File: src/rtl/run_ctrl.sv
// run_ctrl: start/stop sequencer for a small processor core.
//
// A host raises req to start a run. The core is held in reset for
// HOLD_CYC cycles, then released. The run ends on core_done (DONE), on
// reaching MAX_CYC RUN cycles (ERR), or on req dropping early (abort, back
// to IDLE). DONE/ERR are held until the host drops req.
//
// Ports
//   clk        : single clock, rising edge
//   reset      : synchronous, active-high reset
//   req        : host start request (4-phase level handshake)
//   core_done  : core finished its program
//   core_reset : core reset, high = core held (low only in RUN)
//   busy       : high in HOLD or RUN
//   done       : high in DONE
//   err        : high in ERR (timeout)
//   cycles     : RUN cycles counted in the current or last run
//
// state | meaning
// ------+--------------------------------------------------------------
// IDLE  | waiting for req; core held; cycles shows the last run
// HOLD  | req accepted; core held for HOLD_CYC cycles
// RUN   | core released; cycles counts up each cycle
// DONE  | core signalled done; held until req drops
// ERR   | MAX_CYC RUN cycles without done; held until req drops

module run_ctrl #(
  parameter int HOLD_CYC = 2,
  parameter int CW       = 16,
  parameter int MAX_CYC  = 1000
) (
  input  logic          clk,
  input  logic          reset,
  input  logic          req,
  input  logic          core_done,
  output logic          core_reset,
  output logic          busy,
  output logic          done,
  output logic          err,
  output logic [CW-1:0] cycles
);

  localparam logic [2:0] S_IDLE = 3'd0;
  localparam logic [2:0] S_HOLD = 3'd1;
  localparam logic [2:0] S_RUN  = 3'd2;
  localparam logic [2:0] S_DONE = 3'd3;
  localparam logic [2:0] S_ERR  = 3'd4;

  // Hold timer counts down to zero; loading HOLD_CYC-1 gives exactly
  // HOLD_CYC cycles in HOLD because the zero cycle is also spent there.
  localparam logic [3:0]    HOLD_LOAD = 4'(HOLD_CYC - 1);
  // Timeout fires on the edge that would make cycles equal MAX_CYC.
  localparam logic [CW-1:0] LAST_RUN  = CW'(MAX_CYC - 1);

  logic [2:0] state;
  logic [3:0] hold_cnt;

  // Outputs decode registered state only: no input-to-output paths.
  assign core_reset = (state != S_RUN);
  assign busy       = (state == S_HOLD) || (state == S_RUN);
  assign done       = (state == S_DONE);
  assign err        = (state == S_ERR);

  always_ff @(posedge clk) begin
    if (reset) begin
      state    <= S_IDLE;
      cycles   <= '0;
      hold_cnt <= '0;
    end else begin
      case (state)
        S_IDLE: begin
          if (req) begin
            state    <= S_HOLD;
            cycles   <= '0;
            hold_cnt <= HOLD_LOAD;
          end
        end
        S_HOLD: begin
          if (!req) begin
            state <= S_IDLE;
          end else if (hold_cnt == 4'd0) begin
            state <= S_RUN;
          end else begin
            hold_cnt <= hold_cnt - 4'd1;
          end
        end
        S_RUN: begin
          // Abort leaves cycles untouched; otherwise this cycle is counted
          // whether the run continues or ends. Done wins a tie with timeout.
          if (!req) begin
            state <= S_IDLE;
          end else begin
            cycles <= cycles + CW'(1);
            if (core_done) begin
              state <= S_DONE;
            end else if (cycles == LAST_RUN) begin
              state <= S_ERR;
            end
          end
        end
        S_DONE, S_ERR: begin
          if (!req) begin
            state <= S_IDLE;
          end
        end
        default: begin
          state <= S_IDLE;
        end
      endcase
    end
  end

endmodule

File: config.mk
export PLATFORM = sky130hd
export DESIGN_NAME = run_ctrl
export DESIGN_NICKNAME = d
export VERILOG_FILES = /design/src/rtl/run_ctrl.sv
export SDC_FILE = /design/constraint.sdc
export NUM_CORES = 1
export LEC_CHECK = 0
export CAP_MARGIN = 20
export CELL_PAD_IN_SITES_DETAIL_PLACEMENT = 1
export CELL_PAD_IN_SITES_GLOBAL_PLACEMENT = 2
export CORE_MARGIN = 2
export CORE_UTILIZATION = 25
export DETAILED_ROUTE_END_ITERATION = 7
export MAX_ROUTING_LAYER = met4
export PLACE_DENSITY_LB_ADDON = 0.05
export SETUP_SLACK_MARGIN = 0.15
export SKIP_CTS_REPAIR_TIMING = 1
export SLEW_MARGIN = 20
export SYNTH_ARGS = -nofsm -noshare
export SYNTH_HDL_FRONTEND = slang
export SYNTH_SLANG_ARGS = --single-unit
export TNS_END_PERCENT = 5
File: constraint.sdc
create_clock -name clk -period 3 [get_ports clk]
set_clock_uncertainty 0.15 [all_clocks]
set_input_delay 0.9 -clock clk [delete_from_list [all_inputs] [get_ports clk]]
set_output_delay 0.9 -clock clk [all_outputs]
set_load 0.1 [all_outputs]
Yosys cells after proc, flatten, opt, wreduce, memory -nomap -nowiden
Index checks and enable logic that the tools add are counted.
{ "op_classes": {"n_mux": 15, "n_eq_ne": 13, "n_reduce_logical": 9, "addsub": 2} }
{ "ops": {"columns": ["operator", "n"], "rows": [
  ["$mux 16", 2],
  ["$pmux 16 s2", 1],
  ["$mux 3", 7],
  ["$add 16x1->16 const B", 1],
  ["$eq 16x10->1 const B", 1],
  ["$mux 4", 3],
  ["$pmux 3 s4", 1],
  ["$ne 2x2->1 const B", 5],
  ["$pmux 4 s2", 1],
  ["$reduce_and 4->1", 2],
  ["$eq 3x2->1 const B", 2],
  ["$ne 3x2->1 const B", 2],
  ["$logic_not 4->1", 1],
  ["$ne 4x3->1 const B", 1],
  ["$reduce_bool 2->1", 2],
  ["$sub 4x1->4 const B", 1],
  ["$eq 3x1->1 const B", 1],
  ["$eq 3x3->1 const B", 1],
  ["$logic_not 3->1", 1],
  ["$reduce_and 3->1", 1],
  ["$reduce_or 2->1", 1],
  ["$logic_or 1x1->1", 1]
]} }
{ "word_totals": {"out_inout_bits": 20, "register_bits": 23} }

Depth between registers and ports, before layout
Gate-level depths: netlist (run 1).
{ "logic_depth": {"ltp_word": 5, "depth_mapped": 6, "ltp_nobuf": 6} }

Worst setup path before layout (run 1)
Ideal clock, no wire load.
{ "synth_timing": {"path_type": "reg-to-output", "from": "register state[1]", "to": "output port done", "path_stages_with_launch": 4, "setup_slack_ns": -0.757, "required_ns": 1.950, "arrival_ns": 2.707, "path_cell_list": "dfxtp_1 clkbuf_1 inv_1 nor3_1"} }
{ "synth_via": {"elab_chain_cells": 1} }
{ "synth_rtl": {"columns": ["element", "line", "source"], "rows": [
  ["from (decl)", "55", "logic [2:0] state;"],
  ["from (signal assigned)", "66", "state <= S_IDLE;"],
  ["from (signal assigned)", "73", "state <= S_HOLD;"],
  ["from (signal assigned)", "80", "state <= S_IDLE;"],
  ["$eq 3x2->1", "61", "assign done = (state == S_DONE);"],
  ["to (decl)", "38", "output logic done,"]
]} }
Every way passes these cells.

Final worst setup path (run 1)
{ "layout_timing": {"from": "register state[1]", "to": "output port core_reset"} }
{ "layout_via": {"elab_chain_cells": 1} }
{ "layout_rtl": {"columns": ["element", "line", "source"], "rows": [
  ["$ne 3x2->1", "59", "assign core_reset = (state != S_RUN);"],
  ["to (decl)", "36", "output logic core_reset,"]
]} }
Every way passes these cells.

==> impl_metrics.py, run 1 <==
metrics = {
    "outcome": {
        "status": "completed",
    },
    "clocking": {
        "htreeDepth": 1,
        "clock_latency_ns": 0.27,
        "root_buffer": "clkbuf_8",
        "cts_made_buffers": 3,
        "clockBufferDepth": 2,
        "clk_pin_slew_ns": 0.09,
        "cts_tree": "done",
        "clkSinkCount": 23,
    },
    "setup_path": {
        "path_cells": "inv_1, or3_1, buf_4",
        "reg2reg_to": "cycles[12]",
        "crit_slowest_cell": "dfxtp_1",
        "rrSetupSlack_ns": 1.07,
        "crit_fanout": 8,
        "cpPeakStageDelay_ns": 0.49,
        "reg2regPathDepth": 4,
        "cp.required_ns": 1.95,
        "worstPathArrival_ns": 1.55,
        "start_kind": "register",
        "cp-end-kind": "output pin",
        "timing_worst_setup_path_type": "reg -> out",
        "r2r-start": "state[2]",
    },
    "grt": {
        "overflow": 0,
        "grt_usage_pct": 13.4,
        "grt_start_max_net_pins": 13,
        "grt_pass1_wl_um": 5600,
        "grt_pass1_vias": 1170,
        "antenna_found_initial": 0,
    },
    "cells_and_area": {
        "area_delta_synth_final_pct": 26.8,
        "layout-drive-gt1-share_pct": 22.4,
        "final_cell_area_mm2": 0.00157,
        "fillers": 576,
        "diodes": 0,
        "finalNonFillerCells": 237,
        "nets": 178,
    },
    "drt": {
        "vias_per_cell": 4.68,
        "ant_nets": 0,
        "wl_per_cell_um": 13.8,
        "drt_first_iter_violations": 26,
        "wl_um": 3270,
        "dr.pass1.iters": 4,
        "drt_drc_violations_left": 0,
        "vias": 1108,
    },
    "timing": {
        "relSlewSlack_pct": 70.7,
        "rsz0062_at_grt": "false",
        "fin_crit_ns": 2.60,
        "slew_viol_final": 0,
        "fin_tns_setup_ns": 0,
        "tightest_slew_ns": 0.439,
        "setup_violations": 0,
        "clock.fmax_mhz": 385,
        "finalHoldViolations": 0,
        "finalCritPeriodShare_pct": 86.7,
    },
    "power": {
        "peakVddDrop_uv": 133,
        "power_density_mw_per_mm2": 390,
        "p_leak_nw": 0.588,
    },
    "floorplanning": {
        "ios": 24,
        "core_area_mm2": 0.00475,
        "dieArea_mm2": 0.00552,
        "rows": 25,
        "initial_core_util_pct": 26.0,
        "dieHeight_um": 74.3,
        "die_w_um": 74.3,
    },
    "hold_path": {
        "hold_depth": 2,
        "hold_class": "reg -> reg",
        "min_from": "cycles[15]",
        "holdPathEnd": "cycles[15]",
    },
    "synthesis": {
        "yosysTopAreaCell": "dfxtp_1",
        "ys_top_cells_by_area": "dfxtp_1, xor2_1, nor2_1, nand4_1, nand2_1",
        "ys.flop_type": "dfxtp_1",
        "ys_warn_count": 0,
        "synth-seq-area-share_pct": 37.3,
        "syn_avg_cell_area_um2": 8.64,
        "netlist_instances": 143,
        "synthTopCellsByCount": "dfxtp_1, nor2_1, nand2_1",
        "async_flop_share_pct": 0,
        "synth_most_common_cell": "dfxtp_1",
        "synth_top_area_share_pct": 37.3,
        "synth_area_mm2": 0.00123,
        "yosysUniqueCellTypes": 39,
        "synth_edf_count": 0,
        "ys_seq_elements": 23,
        "synth_nets": 150,
    },
    "placed_design": {
        "place_area_mm2": 0.00152,
        "dp_hpwl_um": 2540,
        "dp.cells": 233,
        "globalplace.congestion": 0.675,
        "port_buffers": 23,
    },
    "job": {
        "maxCapViolations": 0,
    },
}
==> power breakdown <==
group	switching, mW	total [mW]	leakage, nW	internal, mW
combinational	0.0592	0.0938	0.379	0.0346
clock	0.102	0.197	0.0228	0.0949
sequential	0.00889	0.320	0.186	0.311
total	0.171	0.611	0.588	0.441
==> sequential cells by signal, indices dropped and copies added, names as in the netlist <==
register and flops:
cycles 16, state 3, hold_cnt 4
==> cells by family (layout without fill, tap and decap cells) <==
group           Yosys count  after routing  synth area share (%)
flops                    23             23                  37.3
compound gates           23             23                  11.1
buf+inv                  12             39                  5.27
fa+ha+maj                 3              3                  3.04
mux                       1              1                 0.811
simple gates             69             69                  33.9
xor+xnor                 12             12                  8.51
==> critical path: cells and delay by family, from the launching register on <==
family | cells | cell delay, ns
flip-flops | 1 | 0.49
buffers and inverters | 2 | 0.46
AND/OR/NAND/NOR | 1 | 0.34
==> worst max-delay path by stage <==
| stage | slack [ns] | startpoint | end |
|---|---|---|---|
| 2_1_floorplan | 0.1 | state[1] | done |
| 3_3_place_gp | 0.19 | req | cycles[12] |
| 3_5_place_dp | 0.19 | req | cycles[12] |
| 4_1_cts | 0.39 | state[1] | core_reset |
| 5_1_grt | 0.30 | state[1] | core_reset |
| 6_report | 0.40 | state[1] | core_reset |
==> metal layers <==
metal	GRT usage [%]	vias to the layer above	share of wire, %
li1	-	564	-
met1	17.9	521	49
met2	20.7	19	47
met3	2.17	4	3.3
met4	4.17	0	1.3
met5	-	-	0
==> cell usage in the layout, fill, tap and decap left out, drive strengths merged, types with 5 or more instances in the layout <==
cell and count:
nand4 7, a21oi 7, inv 6, or3 5, buf 26, dfxtp 23, nor2 14, nor3b 5
xor2 8, nand2 11, o21ai 8, nand3 6
==> metrics by stage <==
step	hold slack [ns]	utilization (%)	power [mW]	setup slack, ns
finish	0.364	32.9	0.611	0.400
global route	0.389	32.9	0.645	0.298
CTS	0.373	32.9	0.621	0.386
detailed placement	0.361	32.0	0.422	0.187
global placement	0.341	32.0	0.421	0.189
floorplan	0.323	-	0.394	0.0984
==> layout make-up <==
class	count	area (µm²)	share of cell area, %
multi-input combinational	108	717	45.8
sequential	23	460	29.4
timing repair buffer	29	238	15.2
tap	67	83.8	5.35
clock buffer	4	45.0	2.88
inverter	6	22.5	1.44
Note: power is estimated with default switching activity, not from simulation.
==> run 2: changes to the inputs <==
--- a/config.mk
+++ b/config.mk
@@ -12,7 +12,7 @@
 export CORE_UTILIZATION = 25
 export DETAILED_ROUTE_END_ITERATION = 7
 export MAX_ROUTING_LAYER = met4
-export PLACE_DENSITY_LB_ADDON = 0.05
+export PLACE_DENSITY_LB_ADDON = 0.15
 export SETUP_SLACK_MARGIN = 0.15
 export SKIP_CTS_REPAIR_TIMING = 1
 export SLEW_MARGIN = 20
==> run 2 against run 1 <==
Compared with the run above: cell count is 1.3% lower; sequential power about the same; via count rose by 0.63%; register-to-register slack hardly changed; final area decreased by 1.4%; highest routed layer unchanged; combinational power decreased by 3.4%; worst setup slack got worse by 0.025 ns; power down 1.3%.
==> impl_metrics.py, run 2 (synthesis results as in run 1) <==
metrics = {
    "outcome": {
        "status": "completed",
    },
    "clocking": {
        "clockBufferDepth": 2,
        "cts_tree": "done",
        "htreeDepth": 1,
        "cts_made_buffers": 3,
        "clkSinkCount": 23,
        "clock_latency_ns": 0.26,
        "clk_pin_slew_ns": 0.08,
        "root_buffer": "clkbuf_8",
    },
    "timing": {
        "tightest_slew_ns": 0.441,
        "relSlewSlack_pct": 70.5,
        "fin_crit_ns": 2.63,
        "clock.fmax_mhz": 381,
        "finalHoldViolations": 0,
        "finalCritPeriodShare_pct": 87.5,
        "fin_tns_setup_ns": 0,
        "setup_violations": 0,
        "slew_viol_final": 0,
        "rsz0062_at_grt": "false",
    },
    "cells_and_area": {
        "diodes": 0,
        "largest_reg_flops": 16,
        "top_regs": "cycles x16, hold_cnt x4, state x3",
        "regMostFlops": "cycles",
        "layout-drive-gt1-share_pct": 21.0,
        "nets": 175,
        "area_delta_synth_final_pct": 25.0,
        "mostFrequentLayoutCell": "dfxtp_1",
        "layout_common_cells": "dfxtp_1, buf_4, nor2_1, nand2_1, xor2_1",
        "fillers": 589,
    },
    "setup_path": {
        "rrSetupSlack_ns": 1.08,
        "timing_worst_setup_path_type": "in -> reg",
        "cp-end-kind": "register",
        "critPathLaunch": "req",
        "crit_fanout": 8,
        "reg2regPathDepth": 4,
        "reg2reg_to": "cycles[14]",
        "r2r-start": "state[2]",
        "cp-endpoint": "cycles[14]",
        "worstPathArrival_ns": 2.63,
        "start_kind": "input pin",
        "cp.required_ns": 3.01,
    },
    "drt": {
        "drt_drc_violations_left": 0,
        "wl_um": 3180,
        "vias_per_cell": 4.76,
        "top_layer": "met4",
        "wl_per_cell_um": 13.6,
        "route.met3.wl_um": 82,
        "wl_met2_um": 1500,
        "drt_first_iter_violations": 20,
        "met1Wirelength_um": 1580,
        "ant_nets": 0,
        "vias": 1115,
        "dr.pass1.iters": 4,
    },
    "grt": {
        "grt_pass1_wl_um": 5250,
        "antenna_found_initial": 0,
        "grt_pass1_vias": 1099,
        "overflow": 0,
        "grt_usage_pct": 12.8,
        "grt_start_max_net_pins": 14,
    },
    "placed_design": {
        "dp_hpwl_um": 2390,
        "port_buffers": 23,
        "globalplace.congestion": 0.690,
    },
    "floorplanning": {
        "core_area_mm2": 0.00475,
        "initial_core_util_pct": 26.0,
        "ios": 24,
        "dieHeight_um": 74.3,
        "rows": 25,
        "dieArea_mm2": 0.00552,
        "die_w_um": 74.3,
    },
    "power": {
        "peakVddDrop_uv": 161,
        "totalPowerFinal_mw": 0.603,
        "power_density_mw_per_mm2": 391,
        "p_leak_nw": 0.574,
    },
    "hold_path": {
        "hold_class": "reg -> reg",
    },
    "job": {
        "maxCapViolations": 0,
    },
}
[run 2: cell types whose count changed in the layout (fill, tap and decap cells not counted)]
cell and delta:
buf_4 -3
[run 2: worst min path at each step]
stage	depth (start not counted)	startpoint	slack, ns	endpoint
6_report	2	cycles[15]	0.36	cycles[15]
5_1_grt	2	cycles[15]	0.41	cycles[15]
4_1_cts	2	cycles[15]	0.36	cycles[15]
3_5_place_dp	2	cycles[15]	0.35	cycles[15]
3_3_place_gp	2	cycles[15]	0.34	cycles[15]
2_1_floorplan	2	hold_cnt[1]	0.32	hold_cnt[1]
[run 2: layer usage]
layer  track usage [%]  up-vias
li1                  -      559
met1              15.9      537
met2              21.2       17
met3              2.03        2
met4              4.17        0
met5                 -        -
[run 2: through the flow]
step	cell area (µm²)	hold slack, ns	util (%)	instances	setup WS (ns)
after floorplan	1240	0.323	-	143	0.0984
after global placement	1500	0.336	31.5	230	0.158
after detailed placement	1500	0.349	31.5	230	0.0820
after CTS	1540	0.361	32.5	234	0.370
after global routing	1540	0.413	32.5	234	0.260
final	1540	0.357	32.5	234	0.375
[run 2: final cells by class]
cell class                 count  area (µm²)  area share (%)
multi-input combinational    108         717            46.4
timing repair buffer          26         215            13.9
tap                           67        83.8            5.43
inverter                       6        22.5            1.46
sequential                    23         460            29.8
clock buffer                   4        45.0            2.92
[run 2: power breakdown]
group	switching [mW]	leakage, nW	internal (mW)	total [mW]
Clock	0.0973	0.0228	0.0947	0.192
Sequential	0.00938	0.186	0.311	0.321
Combinational	0.0587	0.365	0.0318	0.0906
[run 2: worst max-delay path: stages]
cell             delay (ns)
clkdlybuf4s50_1        0.56
or3b_1                 0.54
nor4b_4                0.41
a211o_1                0.18
nand2_1                0.05
==> edit 1, RTL diff (settings of run 2) <==
The parameter `CW` goes from 16 to 24.
--- a/src/rtl/run_ctrl.sv
+++ b/src/rtl/run_ctrl.sv
@@ -26,7 +26,7 @@
 
 module run_ctrl #(
   parameter int HOLD_CYC = 2,
-  parameter int CW       = 16,
+  parameter int CW       = 24,
   parameter int MAX_CYC  = 1000
 ) (
   input  logic          clk,
Interface: changed (resized cycles); port bits go from 24 to 32. The function was not compared with the original's and may differ.
==> edit 1 against run 2 <==
Sequential cell count grew 8. Worst setup slack worse by 0.28 ns. Non-clock buffer count up 18. Critical path depth did not move. Area after synthesis increased by 37%. Routed wire length up 62%. Register-to-register slack worse by 0.43 ns. Combinational power is 84% higher. Final cell count grew 41%. Power increased by 54%. Sequential power up 35%. First-iteration DRC count grew to 3.4 times the old value. Final area rose by 44%. Largest power group unchanged. Highest routed layer unchanged.
==> edit 1: results (changes against run 2) <==
Outcome - finished clean
Vias in the first global route - 1651 (+50%)
Layout Nets - 258 (+47%)
Share of cells above drive strength 1 - 23.0% (+2.1 points)
Final WL - 5170 um (+62%)
Top flop regs - cycles x24, hold_cnt x4, state x3
VDD IR-drop max - 0.000153 V (-4.5%)
CTS H-tree lvls - 2 (+1)
Port Buffer Count - 31 (+35%)
Critical Path AT - 2.97 ns (+0.34 ns)
Placement Setup Slack - -0.318 ns (-0.400 ns)
Dpl cell area - 0.00211 mm^2 (+41%)
Clk_lat worst skew - 0.29 ns (+0.03 ns)
Total GRT Usage - 14.7% (+1.9 points)
Top Family by Delay on Critical Path - simple AND/OR/NAND/NOR gates
Crit-path slowest cell - or4_1
Synth Area in Adders - 2.22% (-0.82 points)
RePlAce Congestion - 0.727 (+5.3%)
Static Leak - 0.000789 uW (+38%)
Largest cells by area after synthesis - dfxtp_1, nor2_1, nand2_1, a21oi_1, xnor2_1
Cells on worst reg2reg path - 5 (+1)
Synth Area in XOR/XNOR - 6.21% (-2.3 points)
Synth cell types - 40 (+2.6%)
Largest net degree at the start of global routing - 20 (+6)
Syn Nets - 217 (+45%)
Part of the Yosys area used for sequential elements - 36.7% (-0.60 points)
CP Max Fanout - 6 (-2)
CTS buffer count - 5 (+2)
First-pass GRT wire length - 8490 um (+62%)
HPWL after DPL - 3600 um (+51%)
Synth cell count leaders - dfxtp_1, nor2_1, nand2_1
Fillers - 769 (+31%)
CP max stage delay - 0.52 ns (-0.04 ns)
Rel. slew slack - 63.6% (-6.9 points)
## edit 1: changes by cell type in the layout (fill, tap and decap cells not counted), moves of 4 or more
cell and change:
nor4_1 +8, or4_1 +5, mux2i_1 +4, nor2_1 +12, nand3_1 +4, dfxtp_1 +8
a21oi_1 +4, o31ai_1 +6, buf_4 +16, nand2_1 +10
## edit 1: cell type report
cell class / count / area [um^2] / share of cell area [%]
clock buffer: 7 / 76.3 / 3.44
clock inverter: 1 / 5.00 / 0.226
inverter: 4 / 15.0 / 0.677
multi-input combinational: 165 / 1030 / 46.4
sequential: 31 / 621 / 28.0
tap: 77 / 96.3 / 4.34
timing repair buffer: 44 / 375 / 16.9
## edit 1: cells by family (layout without fill, tap and decap cells)
| group | Yosys count | count (layout) |
|---|---|---|
| adders and majority gates | 3 | 3 |
| DFF | 31 | 31 |
| and+or+nand+nor | 110 | 111 |
| xor gates and xnor gates | 12 | 12 |
| muxes | 5 | 5 |
| buffers and inverters | 15 | 56 |
| AOI/OAI and AO/OA | 34 | 34 |
## edit 1: worst paths after layout
path	from	slack [ns]	to
max	req	0.1	cycles[14]
min	cycles[1]	0.36	cycles[1]
max reg2reg	cycles[0]	0.65	cycles[14]
min reg2reg	cycles[1]	0.36	cycles[1]
## edit 1: per-layer routing
metal	global-route usage, %	up-vias	routed length [um]
met5	-	-	0
met1	21.0	811	2720
met3	2.95	8	160
met4	4.69	0	68
li1	-	857	-
met2	20.6	30	2220
## edit 1: worst register-to-register path: stages (launching register included)
cell,delay (ns)
dfxtp_1,0.41
ha_1,0.25
nand3_1,0.17
or4_4,0.64
or4_1,0.52
a21oi_2,0.14
## edit 1: per-stage QoR
step / hold slack (ns) / cells
after global routing: 0.391 / 329
final: 0.362 / 329
after floorplan: 0.317 / 210
after detailed placement: 0.355 / 319
after global placement: 0.345 / 319
after CTS: 0.365 / 327
## edit 1: report_power, final
part           total, uW  switching (uW)  internal (uW)
clock network        326             164            163
registers            433            12.4            420
logic                167             103           63.6
==> edit 2, RTL diff (flow settings as in run 2) <==
Made on the original files. Put a register stage on the outputs `busy`, `done` and `err`, without a reset. The values now appear one clock later. The other outputs are not delayed to match. Comments in the files are not updated.
--- a/src/rtl/run_ctrl.sv
+++ b/src/rtl/run_ctrl.sv
@@ -57,9 +57,11 @@
 
   // Outputs decode registered state only: no input-to-output paths.
   assign core_reset = (state != S_RUN);
-  assign busy       = (state == S_HOLD) || (state == S_RUN);
-  assign done       = (state == S_DONE);
-  assign err        = (state == S_ERR);
+  always_ff @(posedge clk) begin
+    busy <= (state == S_HOLD) || (state == S_RUN);
+    done <= (state == S_DONE);
+    err  <= (state == S_ERR);
+  end
 
   always_ff @(posedge clk) begin
     if (reset) begin
Behaviour: not the same (Yosys sat finds a counterexample within 4 cycles, from zero or initial values and one cycle with reset high).
==> edit 2 against run 2 <==
Routed wire length rose by 5.6%. Area after synthesis rose by 4.9%. Hold slack improved by 0.0073 ns. Sequential cell count rose by 3. Final area rose by 4.5%. Power rose by 14%. Worst setup slack improved by 0.013 ns. Sequential share of layout area rose by 2.5 points.
==> edit 2: results (changes against run 2) <==
Outcome - finished clean
Synth cell count leaders - dfxtp_1, nor2_1, nand2_1
Crit-path slowest cell - dfxtp_1
Crit Reg-Reg Startpoint - state[2]
Cells after DPL - 238 (+3.5%)
Met3 Use GR - 2.25% (+0.22 points)
Layout Nets - 180 (+2.9%)
Drt wl/cell - 13.9 um (+2.1%)
HPWL after DPL - 2540 um (+6.4%)
DRT Pass-1 Iters - 4 (unchanged)
Antenna violations before repair - 0 (unchanged)
Final WL - 3360 um (+5.6%)
Met1 usage - 16.1% (+0.11 points)
Achievable frequency - 0.383 GHz (+0.52%)
First-pass GRT wire length - 5710 um (+8.8%)
Dpl cell area - 0.00156 mm^2 (+3.9%)
Crit Reg-Reg Endpoint - cycles[14]
GRT met2 Usage - 20.1% (-1.1 points)
CTS buffer count - 3 (unchanged)
VDD IR-drop max - 0.000151 V (-6.1%)
HP Start - cycles[15]
Top flop regs - cycles x16, hold_cnt x4, state x3
Cells on worst reg2reg path - 4 (unchanged)
Fillers - 601 (+2.0%)
Placement Setup Slack - 0.131 ns (+0.0491 ns)
CP max stage delay - 0.51 ns (-0.05 ns)
Part of the Yosys area used for sequential elements - 40.2% (+2.9 points)
Setup crit start - state[1]
Share of cells above drive strength 1 - 20.9% (-0.028 points)
RePlAce Congestion - 0.748 (+8.4%)
Gate count after technology mapping - 146 (+2.1%)
Ys Warns - 0 (unchanged)
DRT iter0 DRCs - 66 (+230%)
HP Class - flop to flop
CTS H-tree lvls - 1 (unchanged)
Largest net degree at the start of global routing - 15 (+1)
Root Buffer - clkbuf_8
Synth cell types - 39 (unchanged)
Via-per-instance ratio - 4.76 (-0.18%)
Slew @ Worst Pin - 0.439 ns (-0.00233 ns)
Largest cells by area after synthesis - dfxtp_1, xor2_1, nor2_1, nand4_1, nand2_1
Critical Path AT - 1.56 ns (-1.07 ns)
Area occupied by multi-input gates - 709 um^2 (-1.0%)
Vias in the first global route - 1139 (+3.6%)
Setup crit end - core_reset
Static Leak - 0.000611 uW (+6.4%)
Top Family by Delay on Critical Path - flip-flops
Total GRT Usage - 12.6% (-0.25 points)
edit 2: cell types whose count changed after synthesis:
| cell | delta |
|---|---|
| dfxtp_1 | +3 |
edit 2: power breakdown:
part	leakage (uW)	internal (uW)	switching, uW
Clock	0.0000288	117	116
Sequential	0.000211	353	10.0
Combinational	0.000371	32.9	58.8
edit 2: cell type report:
type / instances / share of cell area (%)
Multi-Input combinational cell: 108 / 44.0
Sequential cell: 26 / 32.3
Timing Repair Buffer: 28 / 13.5
Tap cell: 70 / 5.43
Clock buffer: 4 / 3.41
Inverter: 6 / 1.40
edit 2: worst min-delay path by stage:
stage | end | slack (ns) | cells after the start
2_1_floorplan | hold_cnt[1] | 0.32 | 2
5_1_grt | cycles[15] | 0.39 | 2
6_report | cycles[15] | 0.36 | 2
3_3_place_gp | hold_cnt[1] | 0.35 | 2
4_1_cts | cycles[15] | 0.37 | 2
3_5_place_dp | cycles[15] | 0.35 | 2
edit 2: cells by family after synthesis:
kind of cell | count (synthesis) | share of synthesized area, %
AO/OA/AOI/OAI | 23 | 10.6
buffers and inverters | 12 | 5.02
flip-flops | 26 | 40.2
AND/OR/NAND/NOR | 69 | 32.4
multiplexers | 1 | 0.773
adder cells (fa/ha/maj) | 3 | 2.90
XOR/XNOR | 12 | 8.12
edit 2: layer usage:
metal  part of all wire [%]  wire [um]  vias up
met5                      0          0        -
li1                       -          -      571
met4                   0.74         25        0
met2                     49       1630       13
met1                     48       1600      565
met3                    2.9         96        2
edit 2: worst min-delay path, cell delays in order (launching register included):
cell and delay, ns:
dfxtp_1 0.34, o21ai_0 0.07, a21oi_1 0.06
